===== src/rtl/life_gen_scheduler.sv =====
// Game of Life generation scheduler: launches the update engine on VGA frame
// ticks and swaps display/work buffers only at frame start.
module life_gen_scheduler #(
   parameter int FRAMES_PER_GEN = 4,
   parameter int GEN_W          = 16
) (
   input  logic             clk_36MHz,
   input  logic             rst_n,
   input  logic             vsync,
   input  logic             run,
   input  logic             step,
   input  logic             clr,
   input  logic             eng_done,
   output logic             eng_start,
   output logic             disp_buf,
   output logic             work_buf,
   output logic             busy,
   output logic [GEN_W-1:0] generation,
   output logic             overrun
);

   typedef enum logic [1:0] {
      IDLE      = 2'd0,
      COMPUTE   = 2'd1,
      SWAP_WAIT = 2'd2
   } state_t;

   localparam logic [8:0] PERIOD = 9'(FRAMES_PER_GEN);

   state_t     state;
   logic       vsync_q;
   logic       armed;
   logic       frame_tick;
   logic       step_pending;
   logic [7:0] frame_cnt;
   logic [8:0] frame_cnt_inc;
   logic       launch;
   logic       swap;
   logic       ovr_set;

   // armed masks the first sample after reset so a low vsync at release is not an edge
   assign frame_tick    = armed & vsync_q & ~vsync;
   assign frame_cnt_inc = {1'b0, frame_cnt} + 9'd1;

   assign launch  = (state == IDLE) && frame_tick &&
                    (step_pending || (run && (frame_cnt_inc >= PERIOD)));
   assign swap    = frame_tick &&
                    (((state == COMPUTE) && eng_done) || (state == SWAP_WAIT));
   assign ovr_set = (state == COMPUTE) && frame_tick && !eng_done;

   assign work_buf = ~disp_buf;

   always_ff @(posedge clk_36MHz or negedge rst_n) begin
      if (!rst_n) begin
         vsync_q <= 1'b1;
         armed   <= 1'b0;
      end else begin
         vsync_q <= vsync;
         armed   <= 1'b1;
      end
   end

   always_ff @(posedge clk_36MHz or negedge rst_n) begin
      if (!rst_n) begin
         frame_cnt <= 8'd0;
      end else if (launch) begin
         frame_cnt <= 8'd0;
      end else if (!run && (state == IDLE)) begin
         frame_cnt <= 8'd0;
      end else if (frame_tick && (frame_cnt != 8'd255)) begin
         frame_cnt <= frame_cnt + 8'd1;
      end
   end

   always_ff @(posedge clk_36MHz or negedge rst_n) begin
      if (!rst_n) begin
         step_pending <= 1'b0;
      end else if (clr || launch) begin
         step_pending <= 1'b0;
      end else if (step) begin
         step_pending <= 1'b1;
      end
   end

   always_ff @(posedge clk_36MHz or negedge rst_n) begin
      if (!rst_n) begin
         state     <= IDLE;
         eng_start <= 1'b0;
         busy      <= 1'b0;
      end else begin
         eng_start <= launch;
         case (state)
            IDLE: begin
               if (launch) begin
                  state <= COMPUTE;
                  busy  <= 1'b1;
               end
            end
            COMPUTE: begin
               // done coinciding with the tick swaps at once rather than waiting a frame
               if (eng_done && frame_tick) begin
                  state <= IDLE;
                  busy  <= 1'b0;
               end else if (eng_done) begin
                  state <= SWAP_WAIT;
               end
            end
            SWAP_WAIT: begin
               if (frame_tick) begin
                  state <= IDLE;
                  busy  <= 1'b0;
               end
            end
            default: begin
               state <= IDLE;
               busy  <= 1'b0;
            end
         endcase
      end
   end

   always_ff @(posedge clk_36MHz or negedge rst_n) begin
      if (!rst_n) begin
         disp_buf   <= 1'b0;
         generation <= '0;
         overrun    <= 1'b0;
      end else begin
         if (swap) begin
            disp_buf <= ~disp_buf;
         end
         if (clr) begin
            generation <= '0;
         end else if (swap) begin
            generation <= generation + GEN_W'(1);
         end
         if (clr) begin
            overrun <= 1'b0;
         end else if (ovr_set) begin
            overrun <= 1'b1;
         end
      end
   end

endmodule


===== config.mk =====
export PLATFORM = sky130hd
export DESIGN_NAME = life_gen_scheduler
export DESIGN_NICKNAME = d
export VERILOG_FILES = /design/src/rtl/life_gen_scheduler.sv
export SDC_FILE = /design/constraint.sdc
export NUM_CORES = 1
export LEC_CHECK = 0
export ABC_AREA = 1
export CAP_MARGIN = 20
export CORE_MARGIN = 2
export CORE_UTILIZATION = 58
export DETAILED_ROUTE_END_ITERATION = 6
export PLACE_DENSITY_LB_ADDON = 0.12
export SETUP_SLACK_MARGIN = 0.15
export SLEW_MARGIN = 30
export SYNTH_ARGS = -nofsm -noshare
export SYNTH_HDL_FRONTEND = slang
export SYNTH_SLANG_ARGS = --single-unit

===== constraint.sdc =====
create_clock -name clk_36MHz -period 4.35 [get_ports clk_36MHz]
set_clock_uncertainty 0.1 [all_clocks]
set_input_delay 0.435 -clock clk_36MHz [delete_from_list [all_inputs] [get_ports clk_36MHz]]
set_output_delay 0.435 -clock clk_36MHz [all_outputs]
set_load 0.01 [all_outputs]

# Word-level counts from Yosys, hierarchy flattened
# Index checks and enable logic that the tools add are counted.
# W data, S select, Z words.
# word_totals
register_bits,33
latchBits,0
ramBits,0
romBits,0
output_inout_bits,21
elab_cells,65
mem_count,0
# op_classes
addsub,3
mul,0
div,0
magnitude_cmp,1
eq_ne,7
shift,0
muxes,18
bitwise,4
n_reduce_logical,22
# op_table
operator,n
$mux W16,2
$mux W8,3
$add A16 B1 Y16 const B,1
$logic_and A1 B1 Y1,10
$add A8 B1 Y9 const B,1
$ge A9 B3 Y1 const B,1
$add A8 B1 Y8 const B,1
$mux W2,4
$ne A8 B8 Y1 const B,1
$mux W1,7
$pmux W2 S3,1
$reduce_and A3 Y1,2
$reduce_bool A2 Y1,3
$ne A2 B2 Y1 const B,2
$logic_or A1 B1 Y1,3
$ne A3 B2 Y1 const B,1
$pmux W1 S3,1
$reduce_bool A3 Y1,1
$and A1 B1 Y1,2
$eq A2 B1 Y1 const B,1
$eq A2 B2 Y1 const B,1
$logic_not A1 Y1,2
$logic_not A2 Y1,1
$ne A2 B1 Y1 const B,1
$not A1 Y1,2

# Longest topological paths before layout
# Gate-level depths: netlist of run 1.
# logic_depth
word_depth,7
mapped_depth,13

# Worst setup path after synthesis of run 1
# OpenSTA, ideal clock, no wires.
# synth_path
path_type,flip-flop to flip-flop
from,register vsync_q
to,register generation[6]
setup_time_ps,121
arrival_time_ps,1378
required_ps,4129
path_slack_ps,2751
path_stages_with_launch,10
path_cell_list,dfstp_2 > nand2_1 > nor2_2 > nand2_2 > inv_2 > nand3_1 > inv_1 > nand3_1 > o21ai_0 > nor2_1
# synth_between
elab_chain_cells,4
# synth_lines
element,line,rtl
from (decl),31,logic vsync_q;
from (signal assigned),58,vsync_q <= vsync;
$and A1 B1 Y1 (2 in series),42,assign frame_tick = armed & vsync_q & ~vsync;
$logic_and A1 B1 Y1,47,assign swap = frame_tick &&
$reduce_bool A2 Y1 (no source line),--,
to (signal assigned),134,generation <= generation + GEN_W'(1);
to (decl),18,"output logic [GEN_W-1:0] generation,"
# Every way passes these cells.
# A chain may end at the register's enable or synchronous reset.

# Worst setup path after layout of run 1
# layout_path
from,register generation[10]
to,output port generation[10]
# No word-level cell between the ends.

==> results of run 1 <==
[final timing paths]
| path | slack [ns] | to | from | depth (start not counted) |
|---|---|---|---|---|
| max in group asynchronous | 3.47 | vsync_q | rst_n | 2 |
| min in group clk_36MHz | 0.42 | overrun | overrun | 2 |
| max | 2.40 | generation[10] | generation[10] | 1 |
| min | 0.36 | generation[2] | rst_n | 2 |
| min reg2reg | 0.42 | overrun | overrun | 2 |
| max reg2reg | 2.49 | generation[6] | vsync_q | 10 |
[kinds of logic after synthesis]
logic type      count (synthesis)  synth area share
fa+ha+maj                       3            0.0202
flops                          33             0.445
simple gates                  140             0.344
mux                             1           0.00606
other cells                     1           0.00202
buf+inv                        40            0.0815
compound gates                 27            0.0774
xor+xnor                        5            0.0236
[metrics by stage]
step                      power [mW]  instances  area, sq um  hold WS (ns)  worst slack [ns]
final                          0.656        328         2270         0.364              2.40
after global routing           0.691        328         2270         0.364              2.27
after CTS                      0.663        328         2270         0.364              2.38
after detailed placement       0.428        320         2180         0.392              2.11
after global placement         0.427        320         2180         0.391              2.15
after floorplan                0.381        250         1860        0.0394              2.75
[registers in the layout (all words and copies together), names as in the netlist]
name / flops
armed: 1
busy: 1
disp_buf: 1
eng_start: 1
frame_cnt: 8
generation: 16
overrun: 1
state: 2
step_pending: 1
vsync_q: 1
[power groups by stage]
stage               Sequential, mW  Clock [mW]  Combinational [mW]
finish                       0.331       0.234              0.0906
global route                 0.333       0.257               0.100
CTS                          0.331       0.240              0.0920
detailed placement           0.336           0              0.0915
global placement             0.337           0              0.0900
floorplan                    0.340           0              0.0411
[cell type report]
type                            instances  area share
Tap cell                               44      0.0243
Clock buffer                            5      0.0166
Timing Repair Buffer                   28       0.123
Clock inverter                          3      0.0204
Sequential cell                        33       0.365
Inverter                               38      0.0629
Multi-Input combinational cell        177       0.388
[metal layers]
metal,global-route usage,part of all wire
met4,0.102,0.013
met3,0.0640,0.051
met5,0,0
met1,0.306,0.43
met2,0.396,0.50
[placed cells by master, fill, tap and decap left out]
cell / netlist / routed
a21oi_1: 9 / 9
buf_4: 0 / 1
bufinv_16: 0 / 1
clkbuf_4: 0 / 5
clkdlybuf4s50_1: 0 / 27
clkinv_1: 1 / 1
clkinv_4: 0 / 1
clkinvlp_4: 0 / 1
conb_1: 1 / 1
dfrtp_1: 32 / 32
dfstp_2: 1 / 1
ha_1: 3 / 3
inv_1: 36 / 36
inv_2: 1 / 1
mux2_2: 1 / 1
nand2_1: 55 / 55
nand2_2: 4 / 4
nand2_4: 1 / 1
nand3_1: 22 / 22
nand4_1: 9 / 9
nor2_1: 34 / 34
nor2_2: 4 / 4
nor3_1: 5 / 5
nor3_2: 4 / 4
nor4_1: 1 / 1
o21ai_0: 14 / 14
o21ai_1: 1 / 1
o21ai_2: 1 / 1
o21bai_1: 1 / 1
o31ai_1: 1 / 1
or2_2: 1 / 1
xor2_1: 5 / 5
==> results.ini, run 1 <==
[worst_setup_path]
end_kind=primary output
crit_chain=clkdlybuf4s50_1
crit_type=register to primary output
cp_slowest_cell=clkdlybuf4s50_1
crit_arrival_ns=1.42
crit_fanout=7
worst-path-buf-inv=1
start_kind=register
slowest_delay_ns=0.58
cp_top_family=buffers and inverters
cp.required_ns=3.82

[final_layout]
drive_gt1_frac=0.0951
final_nets=293
diodes=0
n_fill_cell=267
regArea_sq_um=827
multi_input_area_sq_um=880
final_util=0.742
area_delta_synth_final_pct=22.0

[detailed_routing]
num_vias=1707
drc=0
drt_iter0_markers=124
routed_wl_microns=3860
via_per_inst=5.20
drtPass1Iterations=5
ant_nets=0
routedWlPerCell_microns=11.8

[power]
p_int_mw=0.485
p_leak_nw=1.06
switching_share=0.261
power_frac_seq=0.505
vdd_ir_drop_max_uv=250
combPwrFrac=0.138
p_per_area_nw_per_um2=289
p_switching_mw=0.171
p_clk_frac=0.357

[clocking]
clk_latency_ns=0.35
htreeDepth=2
clockBufferDepth=2
post_cts.resized_instances=0
cts-root-buf=clkbuf_4
clk_pin_slew_worst_paths_ns=0.11
clkSinkCount=33
cts_buffers=5
cts_tree=done
postCtsSetupBuffers=0
hold_buffers=0

[logic_synthesis]
synthCells=250
netlist_top_cells_count=nand2_1 (55), inv_1 (36), nor2_1 (34)
yosysMostFrequentCell=nand2_1
ys_ff_latch=33
synth.distinct_cells=28
netlist.area_leader.share=0.431
synth-edff-count=0
synthArstFlopShare=1.00
synth.largest_area_cell=dfrtp_1
syn_nets=260
synth.avg_cell_area_sq_um=7.43
yosys-top-cells-area=dfrtp_1 (43%), nand2_1 (11%), inv_1 (7.3%)
synth_warnings=0
ys_seq_area_frac=0.445
synth-main-ff-cell=dfrtp_1
syn-cell-area_sq_um=1860

[timing]
fin_setup_tns_ns=0
rsz0062_at_grt=no
hold_viol=0
max_freq_mhz=512
min_period_ns=1.95
finalCritPeriodShare=0.449
slew_violations=0
finalSetupViolations=0

[global_routing]
grt_first_pass_wirelength_microns=6490
grt_usage=0.243
grt_pass1_vias=1531
antenna_found_initial=0
grt_max_degree=34
grt_overflow=0

[min_path]
hp-class=primary input to async pin

[outcome]
status=completed

[floorplan]
initial_core_util=0.609
die_w_microns=60.6
dieHeight_microns=60.6
io_pins=28
rows=20
core_area_sq_um=3050
dieArea_sq_um=3670

[placed_design]
place_hpwl_microns=2870
io_buffers=27
routabilityCongestion=0.856

[flow_run]
cap_violations=0

Power figures use the tool's default switching activity.
==> run 2: changes to the inputs <==
CORE_UTILIZATION = 53   (was 58)
clock period = 1.9 ns   (was 4.35 ns; I/O delays follow)
==> results.ini, run 2 (synthesis gave the netlist of run 1 again) <==
[floorplan]
io_pins=28  ; unchanged
initial_core_util=0.552  ; was 0.609
core_area_sq_um=3360  ; was 3050 sq um
rows=21  ; was 20
dieHeight_microns=63.2  ; was 60.6 microns
die_w_microns=63.2  ; was 60.6 microns
dieArea_sq_um=4000  ; was 3670 sq um

[worst_setup_path]
start_kind=register  ; unchanged
end_kind=register  ; was primary output
crit_arrival_ns=1.92  ; was 1.42 ns
cp.required_ns=2.08  ; was 3.82 ns
crit_type=register to register  ; was register to primary output
rrSetupSlack_ns=0.16  ; was 2.49 ns
crit_fanout=8  ; was 7

[detailed_routing]
ant_nets=0  ; unchanged
met2_length_microns=2070  ; was 1930 microns
num_vias=1702  ; was 1707
drtPass1Iterations=5  ; unchanged
highest_layer=met4  ; unchanged
drt_iter0_markers=73  ; was 124
routed_wl_microns=4260  ; was 3860 microns
drc=0  ; unchanged
wl_met3_microns=189  ; was 198 microns
routedWlPerCell_microns=12.5  ; was 11.8 microns
via_per_inst=4.99  ; was 5.20
met1_length_microns=1960  ; was 1670 microns

[final_layout]
drive_gt1_frac=0.193  ; was 0.0951
final_cell_mix=nand2_1 (53), inv_1 (35), nor2_1 (32)  ; was nand2_1 (55), inv_1 (36), nor2_1 (34)
n_fill_cell=288  ; was 267
top_register=generation  ; unchanged
final_nets=304  ; was 293
final_common_cell=nand2_1  ; unchanged
largest_register_ffs=16  ; unchanged
area_delta_synth_final_pct=30.4  ; was 22.0%
reg_top3=generation (16), frame_cnt (8), state (2)  ; unchanged
diodes=0  ; unchanged

[timing]
fin_setup_tns_ns=0  ; unchanged
rsz0062_at_grt=yes  ; was no
hold_viol=0  ; unchanged
slew_violations=0  ; unchanged
finalSetupViolations=0  ; unchanged
finalCritPeriodShare=0.917
min_period_ns=1.74
max_freq_mhz=574

[clocking]
hold_buffers=0  ; unchanged
clk_pin_slew_worst_paths_ns=0.11  ; about the same
clk_latency_ns=0.35  ; about the same
clockBufferDepth=2  ; unchanged
cts-root-buf=clkbuf_4  ; unchanged
cts_tree=done  ; unchanged
clkSinkCount=33  ; unchanged
htreeDepth=2  ; unchanged
cts_buffers=5  ; unchanged

[placed_design]
io_buffers=27  ; unchanged
routabilityCongestion=0.907  ; was 0.856
place_hpwl_microns=2970  ; was 2870 microns

[power]
power.total_mw=1.45  ; was 0.656 mW
p_per_area_nw_per_um2=600  ; was 289 nW/um^2
p_leak_nw=1.12  ; was 1.06 nW
vdd_ir_drop_max_uv=505  ; was 250 uV

[global_routing]
grt_overflow=0  ; unchanged
grt_usage=0.237  ; was 0.243
grt_first_pass_wirelength_microns=7470  ; was 6490 microns
grt_pass1_vias=1717  ; was 1531
grt_max_degree=34  ; unchanged
antenna_found_initial=0  ; unchanged

[min_path]
hp-class=primary input to async pin  ; unchanged

[flow_run]
cap_violations=0  ; unchanged

[outcome]
status=completed  ; unchanged

==> run 2: changes by cell type in the layout (fill, tap and decap cells not counted), moves of 3 or more <==
cell,before,now
dfrtp_1,32,25
buf_4,1,12
nand3_1,22,19
dfrtp_2,0,7
==> run 2: path summary, 6_finish.rpt <==
kind / start / cells past startpoint / to
worst max-delay path: frame_cnt[1] / 13 / frame_cnt[5]
worst min-delay path: rst_n / 2 / generation[3]
worst max register to register: frame_cnt[1] / 13 / frame_cnt[5]
worst min register to register: overrun / 2 / overrun
max in group asynchronous: rst_n / 2 / frame_cnt[3]
min in group clk_36MHz: vsync / 1 / vsync_q
==> run 2: worst max-delay path, stage by stage (launching register included) <==
cell and delay [ns]:
dfrtp_1 0.41, ha_4 0.19, nand3_2 0.09, nand2_1 0.08
nand2_1 0.07, nor2_1 0.09, nand2_1 0.06, nor2_1 0.09
nand2_1 0.06, nand2_1 0.05, nand2_1 0.06, nand2_2 0.11
nand2_4 0.10, nor2_2 0.11
==> run 2: what timing repair did <==
action                                  CTS  global route
pin swaps                                 0             2
endpoints found under the setup margin   11            23
setup buffers                             3             2
gates resized for setup                   2            23
==> run 2: routing by layer <==
metal  GRT usage  up-vias
li1            -      885
met1       0.311      779
met2       0.391       34
met3      0.0589        4
met4      0.0707        0
met5           0        -
==> run 2: layout make-up <==
type | instances | area, sq um | share of cell area
Clock buffer | 7 | 65.1 | 0.0269
Clock inverter | 1 | 5.00 | 0.00207
Inverter | 38 | 143 | 0.0589
Tap cell | 46 | 57.6 | 0.0238
Sequential cell | 33 | 836 | 0.345
Multi-Input combinational cell | 177 | 956 | 0.395
Timing Repair Buffer | 39 | 360 | 0.149
==> run 2: metrics by stage <==
stage	worst slack [ns]	instance area, sq um	utilization	instances	hold WS [ns]
after global routing	0.0314	2420	0.720	341	0.148
after detailed placement	0.0205	2230	0.663	328	0.398
after floorplan	0.301	1860	-	250	-0.206
after CTS	0.155	2330	0.693	339	0.128
final	0.158	2420	0.720	341	0.127
after global placement	0.0976	2230	0.663	328	0.381
==> run 2: where the power goes <==
group / internal, mW / total (mW) / switching, mW / leakage (nW)
combinational: 0.110 / 0.236 / 0.126 / 0.639
clock: 0.214 / 0.458 / 0.243 / 0.0413
sequential: 0.735 / 0.759 / 0.0239 / 0.438
total: 1.06 / 1.45 / 0.394 / 1.12
==> run 3: changes to the inputs <==
CORE_UTILIZATION = 56   (was 53)
CTS_BUF_LIST = sky130_fd_sc_hd__clkbuf_4   (was default)
==> results.ini, run 3 (synthesis gave the netlist of run 1 again) <==
[clocking]
clockBufferDepth=2  ; unchanged
clkSinkCount=33  ; unchanged
clk_pin_slew_worst_paths_ns=0.11  ; about the same
htreeDepth=2  ; unchanged
cts-root-buf=clkbuf_4  ; unchanged
hold_buffers=0  ; unchanged
cts_buffers=5  ; unchanged
clk_latency_ns=0.35  ; about the same
cts_tree=done  ; unchanged

[worst_setup_path]
end_kind=register  ; unchanged
reg2reg_from=frame_cnt[1]  ; unchanged
cp_slowest_cell=dfrtp_1  ; unchanged
crit_type=register to register  ; unchanged
start_kind=register  ; unchanged
crit_chain=ha_4, nand2_4, o21ai_4, nand3_2, nor2_2, nand2_1, nand2_1, nand2_1, nand2_2, nand2_4, nor2_1  ; was ha_4, nand3_2, nand2_1, nand2_1, nor2_1, nand2_1, nor2_1, nand2_1, nand2_1, nand2_1, nand2_2, nand2_4, nor2_2
cp_top_family=simple AND/OR/NAND/NOR gates  ; unchanged
rrSetupSlack_ns=0.16  ; about the same
crit-reg2reg-capture=frame_cnt[3]  ; was frame_cnt[5]
rr_worst_depth=11  ; was 13
cp_common_cell=nand2_1  ; unchanged
crit_fanout=8  ; unchanged
worst-path-buf-inv=0  ; unchanged
crit_arrival_ns=1.93  ; was 1.92 ns
slowest_delay_ns=0.43  ; was 0.41 ns
cp.required_ns=2.08  ; about the same

[final_layout]
area_delta_synth_final_pct=33.1  ; was 30.4%
n_fill_cell=228  ; was 288
multi_input_area_sq_um=1000  ; was 956 sq um
reg_top3=generation (16), frame_cnt (8), state (2)  ; unchanged
diodes=0  ; unchanged
final_nets=307  ; was 304
final_cell_mix=nand2_1 (50), inv_1 (33), nor2_1 (28)  ; was nand2_1 (53), inv_1 (35), nor2_1 (32)
final_common_cell=nand2_1  ; unchanged
top_register=generation  ; unchanged
drive_gt1_frac=0.225  ; was 0.193
regArea_sq_um=833  ; was 836 sq um
largest_register_ffs=16  ; unchanged

[detailed_routing]
routedWlPerCell_microns=13.5  ; was 12.5 microns
ant_nets=0  ; unchanged
drtPass1Iterations=4  ; was 5
num_vias=1844  ; was 1702
drt_iter0_markers=81  ; was 73
drc=0  ; unchanged
routed_wl_microns=4610  ; was 4260 microns
via_per_inst=5.39  ; was 4.99

[global_routing]
antenna_found_initial=0  ; unchanged
grt_max_degree=34  ; unchanged
grt_overflow=0  ; unchanged
grt_first_pass_wirelength_microns=7000  ; was 7470 microns
grt_pass1_vias=1686  ; was 1717
grt_usage=0.256  ; was 0.237

[placed_design]
place_hpwl_microns=2960  ; was 2970 microns
routabilityCongestion=0.899  ; was 0.907
dp_worst_setup_slack_ns=0.000208  ; was 0.0205 ns
io_buffers=27  ; unchanged

[timing]
setup_ws_ns=0.156  ; was 0.158 ns
finalSetupViolations=0  ; unchanged
slew_violations=0  ; unchanged
max_freq_mhz=573  ; was 574 MHz
rsz0062_at_grt=yes  ; unchanged
fin_setup_tns_ns=0  ; unchanged
hold_viol=0  ; unchanged
min_period_ns=1.74  ; about the same
finalCritPeriodShare=0.918  ; was 0.917

[min_path]
hp-class=primary input to async pin  ; unchanged

[floorplan]
dieHeight_microns=61.6  ; was 63.2 microns
dieArea_sq_um=3790  ; was 4000 sq um
initial_core_util=0.599  ; was 0.552
rows=20  ; was 21
die_w_microns=61.6  ; was 63.2 microns
core_area_sq_um=3100  ; was 3360 sq um
io_pins=28  ; unchanged

[power]
p_per_area_nw_per_um2=572  ; was 600 nW/um^2
p_leak_nw=1.17  ; was 1.12 nW
vdd_ir_drop_max_uv=562  ; was 505 uV

[flow_run]
cap_violations=0  ; unchanged

[outcome]
status=completed  ; unchanged

[run 3: cell types whose count changed in the layout (fill, tap and decap cells not counted), moves of 3 or more]
cell     previous run  this run
nand2_1            53        50
nor2_2              4         8
nand2_2             5         8
nor2_1             32        28
[run 3: final cells by class]
cell class	instances	share of cell area
clock buffer	7	0.0212
clock inverter	1	0.00152
inverter	38	0.0577
multi-input combinational	177	0.404
sequential	33	0.337
tap	44	0.0223
timing repair buffer	42	0.156
[run 3: repair_timing]
| action | 4_1_cts | 5_1_grt |
|---|---|---|
| endpoints found under the setup margin | 12 | 25 |
| resized for setup | 3 | 34 |
| buffers inserted | 4 | 6 |
| pin swaps | 1 | 9 |
[run 3: worst max path at each step]
stage	depth (start not counted)	slack, ns	startpoint	to
after floorplan	9	0.30	vsync_q	generation[8]
after global placement	10	0.07	eng_done	generation[6]
after detailed placement	11	0.0002	eng_done	generation[8]
after CTS	6	0.16	generation[0]	generation[12]
after global routing	11	-0.01	frame_cnt[1]	frame_cnt[7]
final	11	0.16	frame_cnt[1]	frame_cnt[3]
[run 3: worst register-to-register path, stage by stage, from the launching register on]
cell and delay, ns:
dfrtp_1 0.43, ha_4 0.20, nand2_4 0.08, o21ai_4 0.18, nand3_2 0.11, nor2_2 0.10
nand2_1 0.06, nand2_1 0.06, nand2_1 0.06, nand2_2 0.11, nand2_4 0.10, nor2_1 0.10
[run 3: per-stage QoR]
stage | cell area [sq um] | hold slack, ns | power (mW) | utilization | cells
floorplan | 1860 | -0.206 | 0.872 | - | 250
global placement | 2210 | 0.388 | 0.987 | 0.713 | 324
detailed placement | 2210 | 0.391 | 0.993 | 0.713 | 324
CTS | 2310 | 0.136 | 1.40 | 0.744 | 336
global route | 2470 | 0.141 | 1.48 | 0.797 | 342
finish | 2470 | 0.128 | 1.41 | 0.797 | 342
[run 3: report_power, final]
part           switching (mW)  total (mW)  internal, mW
registers              0.0192       0.754         0.735
logic                   0.133       0.248         0.115
clock network           0.242       0.413         0.171
[run 3: layer usage]
metal / share of wire / GRT usage
met1: 0.44 / 0.328
met2: 0.50 / 0.398
met3: 0.046 / 0.0777
met4: 0.015 / 0.116
met5: 0 / 0
